## src/rtl/irq_dispatcher.sv

```systemverilog
// Interrupt dispatcher: on irq_i reads the controller FLAG and MASK registers over
// Wishbone, hands the highest-priority pending source to the consumer, then clears it.

`ifndef REG_IRQC_FLAG
`define REG_IRQC_FLAG 16'h0000
`endif
`ifndef REG_IRQC_MASK
`define REG_IRQC_MASK 16'h0004
`endif

module irq_dispatcher #(
    parameter int          NUM_SOURCES = 5,
    parameter logic [15:0] FLAG_ADDR   = `REG_IRQC_FLAG,
    parameter logic [15:0] MASK_ADDR   = `REG_IRQC_MASK,
    parameter int          TIMEOUT     = 255
) (
    input  logic        wb_clk_i,
    input  logic        wb_rst_i,
    input  logic        enable_i,
    input  logic        irq_i,
    output logic        wbm_cyc_o,
    output logic        wbm_stb_o,
    output logic        wbm_we_o,
    output logic [15:0] wbm_adr_o,
    output logic [15:0] wbm_dat_o,
    input  logic [15:0] wbm_dat_i,
    input  logic        wbm_ack_i,
    output logic        vec_valid_o,
    output logic [3:0]  vec_o,
    input  logic        vec_ack_i,
    output logic        spurious_o,
    output logic        err_o,
    output logic        busy_o
);
    typedef enum logic [2:0] {
        S_IDLE, S_RD_FLAG, S_RD_MASK, S_SELECT, S_DISPATCH, S_CLR_FLAG, S_HOLDOFF
    } state_t;

    localparam logic [15:0] TO_LAST = 16'(TIMEOUT - 1);

    state_t                 state_q, state_d;
    logic                   cyc_q, cyc_d, stb_q, stb_d, we_q, we_d;
    logic [15:0]            adr_q, adr_d, dat_q, dat_d, cnt_q, cnt_d;
    logic [NUM_SOURCES-1:0] flag_q, flag_d, mask_q, mask_d, pending_s;
    logic                   vec_valid_q, vec_valid_d;
    logic [3:0]             vec_q, vec_d;
    logic                   spurious_q, spurious_d, err_q, err_d, busy_q, busy_d;
    logic [15:0]            clr_word_s;
    logic                   dat_unused_s;

    function automatic logic [3:0] lowest_set(input logic [NUM_SOURCES-1:0] v);
        logic [3:0] idx;
        idx = 4'd0;
        for (int i = NUM_SOURCES - 1; i >= 0; i--) begin
            if (v[i]) begin
                idx = 4'(i);
            end
        end
        return idx;
    endfunction

    assign pending_s    = flag_q & mask_q;
    assign clr_word_s   = ~(16'd1 << vec_q);
    assign dat_unused_s = ^wbm_dat_i;

    // Next-state and next-output logic; every bus state spends its first cycle with cyc low
    // unless the previous state already launched the transaction.
    always_comb begin
        state_d     = state_q;
        cyc_d       = cyc_q;
        stb_d       = stb_q;
        we_d        = we_q;
        adr_d       = adr_q;
        dat_d       = dat_q;
        cnt_d       = cnt_q;
        flag_d      = flag_q;
        mask_d      = mask_q;
        vec_valid_d = vec_valid_q;
        vec_d       = vec_q;
        spurious_d  = 1'b0;
        err_d       = 1'b0;
        case (state_q)
            S_IDLE: begin
                if (enable_i && irq_i) begin
                    state_d = S_RD_FLAG;
                end else begin
                    state_d = S_IDLE;
                end
            end
            S_RD_FLAG, S_RD_MASK, S_CLR_FLAG: begin
                if (!cyc_q) begin
                    cyc_d = 1'b1;
                    stb_d = 1'b1;
                    cnt_d = 16'd0;
                    we_d  = (state_q == S_CLR_FLAG);
                    adr_d = (state_q == S_RD_MASK) ? MASK_ADDR : FLAG_ADDR;
                    dat_d = (state_q == S_CLR_FLAG) ? clr_word_s : 16'h0000;
                end else if (wbm_ack_i) begin
                    cyc_d = 1'b0;
                    stb_d = 1'b0;
                    if (state_q == S_RD_FLAG) begin
                        flag_d  = wbm_dat_i[NUM_SOURCES-1:0];
                        state_d = S_RD_MASK;
                    end else if (state_q == S_RD_MASK) begin
                        mask_d  = wbm_dat_i[NUM_SOURCES-1:0];
                        state_d = S_SELECT;
                    end else begin
                        state_d = S_HOLDOFF;
                    end
                end else if (cnt_q == TO_LAST) begin
                    // ack on the final counted cycle wins over the timeout (checked above)
                    cyc_d   = 1'b0;
                    stb_d   = 1'b0;
                    err_d   = 1'b1;
                    state_d = S_HOLDOFF;
                end else begin
                    cnt_d = cnt_q + 16'd1;
                end
            end
            S_SELECT: begin
                if (pending_s == '0) begin
                    spurious_d = 1'b1;
                    state_d    = S_HOLDOFF;
                end else begin
                    vec_d       = lowest_set(pending_s);
                    vec_valid_d = 1'b1;
                    state_d     = S_DISPATCH;
                end
            end
            S_DISPATCH: begin
                if (vec_ack_i) begin
                    vec_valid_d = 1'b0;
                    state_d     = S_CLR_FLAG;
                end else begin
                    state_d = S_DISPATCH;
                end
            end
            S_HOLDOFF: begin
                state_d = S_IDLE;
            end
            default: begin
                state_d     = S_IDLE;
                cyc_d       = 1'b0;
                stb_d       = 1'b0;
                vec_valid_d = 1'b0;
            end
        endcase
        busy_d = (state_d != S_IDLE);
    end

    // State and registered outputs; reset clears everything without waiting for a clock.
    always_ff @(posedge wb_clk_i or posedge wb_rst_i) begin
        if (wb_rst_i) begin
            state_q     <= S_IDLE;
            cyc_q       <= 1'b0;
            stb_q       <= 1'b0;
            we_q        <= 1'b0;
            adr_q       <= 16'h0000;
            dat_q       <= 16'h0000;
            cnt_q       <= 16'd0;
            flag_q      <= '0;
            mask_q      <= '0;
            vec_valid_q <= 1'b0;
            vec_q       <= 4'd0;
            spurious_q  <= 1'b0;
            err_q       <= 1'b0;
            busy_q      <= 1'b0;
        end else begin
            state_q     <= state_d;
            cyc_q       <= cyc_d;
            stb_q       <= stb_d;
            we_q        <= we_d;
            adr_q       <= adr_d;
            dat_q       <= dat_d;
            cnt_q       <= cnt_d;
            flag_q      <= flag_d;
            mask_q      <= mask_d;
            vec_valid_q <= vec_valid_d;
            vec_q       <= vec_d;
            spurious_q  <= spurious_d;
            err_q       <= err_d;
            busy_q      <= busy_d;
        end
    end

    assign wbm_cyc_o   = cyc_q;
    assign wbm_stb_o   = stb_q;
    assign wbm_we_o    = we_q;
    assign wbm_adr_o   = adr_q;
    assign wbm_dat_o   = dat_q;
    assign vec_valid_o = vec_valid_q;
    assign vec_o       = vec_q;
    assign spurious_o  = spurious_q;
    assign err_o       = err_q;
    assign busy_o      = busy_q;
endmodule

```

## config.mk

```make
export PLATFORM = sky130hd
export DESIGN_NAME = irq_dispatcher
export DESIGN_NICKNAME = d
export VERILOG_FILES = /design/src/rtl/irq_dispatcher.sv
export SDC_FILE = /design/constraint.sdc
export NUM_CORES = 1
export LEC_CHECK = 0
export CAP_MARGIN = 10
export CORE_ASPECT_RATIO = 1.5
export CORE_MARGIN = 1.5
export CORE_UTILIZATION = 30
export CTS_CLUSTER_DIAMETER = 120
export DETAILED_ROUTE_END_ITERATION = 7
export PLACE_DENSITY = 0.59
export SLEW_MARGIN = 10
export SYNTH_ARGS = -nofsm -noshare
export SYNTH_HDL_FRONTEND = slang
export SYNTH_SLANG_ARGS = --single-unit
```

## constraint.sdc

```tcl
create_clock -name wb_clk_i -period 5.3 [get_ports wb_clk_i]
set_input_delay 0.795 -clock wb_clk_i [delete_from_list [all_inputs] [get_ports wb_clk_i]]
set_output_delay 0.795 -clock wb_clk_i [all_outputs]
set_load 0.01 [all_outputs]
```

==> impl_metrics.toml <==
[route]
drc = 0
vias = 1926
wl_per_cell_um = 13.7
drt_pass1_iterations = 4
routed_via_density = 4.88
detail-route-antenna-nets = 0
drt-total-wl_um = 5390
drt-initial-drc-count = 102

[placement]
portBuffers = 37
pre_cts_ws_ns = 2.52
dp_hpwl_um = 3820
globalplace.congestion = 0.853
placed_cell_area_um2 = 2880

[sta]
fin_ws_ns = 2.79
fin_skew_ns = 0.00258
setup_violations = 0
finalHoldViolations = 0
worst_pin_slew_ns = 1.00
layout_min_cycle_time_ns = 2.51
holdWs_ns = 0.477
fin_tns_setup_ns = 0
fin_crit_sh = 0.473
slew_violations = 0
rsz0062_at_grt = "false"
slew_headroom = 0.330
max_clock_freq_mhz = 399

[synth]
synth.yosys.warnings = 0
ys_types = 50
ys_seq_elements = 48
synth_top_cell_by_area = "dfrtp_1"
synth.top_cells.by_count = "dfrtp_1, nand2_1, buf_4, nor2_1"
synth_most_common_cell = "dfrtp_1"
yosys-top-cells-area = "dfrtp_1, buf_4, mux2_2, xor2_1, nand2_1"
avgSynthCellArea_um2 = 9.66
synth_area_um2 = 2570
netlist.area_leader.share = 0.467
synth_edf_count = 0
synth_ff_type = "dfrtp_1"
synthCells = 266
synthArstFlopShare = 1.00
seq_area_frac_synth = 0.467

[run]
cap_violations = 0

[clock_tree]
root_buffer = "clkbuf_16"
numCtsBuffers = 5
post_cts_resized = 0
cts_buffer_depth = 2
cts_sinks = 48
clkTransAtPathRegs_ns = 0.07
post_cts_buffers = 0
cts_tree = "built"
htreeDepth = 2
clk_latency_ns = 0.29
holdBufCountCts = 0

[die]
rows = 41
core-area_um2 = 8360
die_h_um = 116
die_area_um2 = 9140
initial_utilization = 0.307
ios = 65
die_x_um = 78.6

[cells_and_area]
drive_gt1_frac = 0.0903
num-fill-cells = 832
final_nets = 311
final_util = 0.365
area_growth_pct = 18.8
num_antenna_cells = 0
final_area_um2 = 3050

[global_route]
antenna_found_initial = 0
grt_pass1_vias = 1868
grt_use_total = 0.127
grt_pass1_wl_um = 9200
overflow = 0
grt_max_degree = 49

[critical_path]
cp_slowest_cell = "dfrtp_1"
reg2reg_slack_ns = 2.83
rr_worst_depth = 5
path_class = "register to output port"
r2r-end = "cnt_q[3]$_DFFE_PP0P_"
cp-start-kind = "register"
crit_required_ns = 4.51
timing.rr.start = "state_q[0]$_DFF_PP0_"
path_depth = 1
path_delay_family = "flip-flops"
endpoint_kind = "output port"
path_max_fanout = 23
path_buf_inv = 1
cp-startpoint = "wbm_cyc_o$_DFFE_PP0P_"
crit_path_end = "wbm_cyc_o"
slowest_delay_ns = 0.76
cp.arrival_ns = 1.71
crit_chain = "clkdlybuf4s50_1"

[run_status]
status = "complete, no violations"

[power]
p_leak_nw = 1.32
power_density_nw_per_um2 = 531
vdd_drop_max_uv = 174

[min_path]
min_path_type = "register to register"
-- placed cells by master (no fill, tap or decap), types with 2 or more instances in the layout --
cell / Yosys / routed
a21o_1: 2 / 2
a21oi_1: 13 / 13
a22o_1: 2 / 2
a22oi_1: 2 / 2
a31oi_1: 5 / 5
and3_1: 4 / 4
clkbuf_16: 0 / 5
clkdlybuf4s50_1: 0 / 37
conb_1: 1 / 16
dfrtp_1: 48 / 48
ha_1: 2 / 2
inv_1: 5 / 4
mux2_2: 11 / 11
nand2_1: 27 / 27
nand2b_1: 3 / 3
nand3_1: 11 / 11
nand4_1: 3 / 3
nand4b_1: 4 / 4
nor2_1: 24 / 24
nor3_1: 5 / 5
nor3b_1: 2 / 2
nor4_1: 2 / 2
o21ai_0: 13 / 13
o2bb2ai_1: 3 / 3
or4_4: 2 / 2
xor2_1: 12 / 12
-- through the flow --
stage	total power, mW	std cells
floorplan	1.05	281
global placement	1.25	387
detailed placement	1.26	387
CTS	1.63	395
global route	1.74	395
finish	1.62	395
-- how the worst min path moves through the flow --
stage	cells after the start	end	slack (ns)	from
final	2	wbm_dat_o[0]$_DFFE_PP0P_	0.48	wbm_dat_o[0]$_DFFE_PP0P_
after global routing	1	wbm_dat_o[4]$_DFFE_PP0P_	0.50	wbm_dat_o[4]$_DFFE_PP0P_
after CTS	1	wbm_dat_o[4]$_DFFE_PP0P_	0.48	wbm_dat_o[4]$_DFFE_PP0P_
after detailed placement	1	wbm_dat_o[7]$_DFFE_PP0P_	0.47	wbm_dat_o[7]$_DFFE_PP0P_
after global placement	2	wbm_dat_o[5]$_DFFE_PP0P_	0.46	wbm_dat_o[5]$_DFFE_PP0P_
after floorplan	1	cnt_q[15]$_DFFE_PP0P_	0.49	cnt_q[15]$_DFFE_PP0P_
-- layer usage --
layer,wire length (um),track usage,up-vias
met5,0,0,-
met4,89,0.0500,0
met3,167,0.0188,8
met2,2970,0.241,40
met1,2170,0.140,940
li1,-,-,938
-- kinds of logic (layout without fill, tap and decap cells) --
family	count (synthesis)	count (layout)	share of synthesized area
other cells	1	16	0.00146
mux	11	11	0.0482
compound gates	51	51	0.129
buf+inv	43	50	0.104
simple gates	97	97	0.196
xor+xnor	13	13	0.0443
fa+ha+maj	2	2	0.00974
flops	48	48	0.467
-- state kept, by name, indices dropped and copies added, names as in the netlist, 3 cells and up --
| register | cells |
|---|---|
| mask_q | 5 |
| cnt_q | 16 |
| wbm_dat_o | 9 |
| flag_q | 5 |
| vec_o | 3 |
| state_q | 3 |
-- cell type report --
cell class / count / area [um2] / area share
repair buffers: 37 / 370 / 0.121
well taps: 107 / 134 / 0.0439
multi-input cells: 190 / 1160 / 0.379
clock inverters: 3 / 46.3 / 0.0152
inverters: 5 / 18.8 / 0.00615
flip-flops and latches: 48 / 1200 / 0.393
clock buffers: 5 / 125 / 0.0410
-- report_power, final --
group	switching (mW)	internal (mW)
logic	0.286	0.314
registers	0.168	0.485
clock network	0.144	0.224
Note: power is estimated with default switching activity, not from simulation.
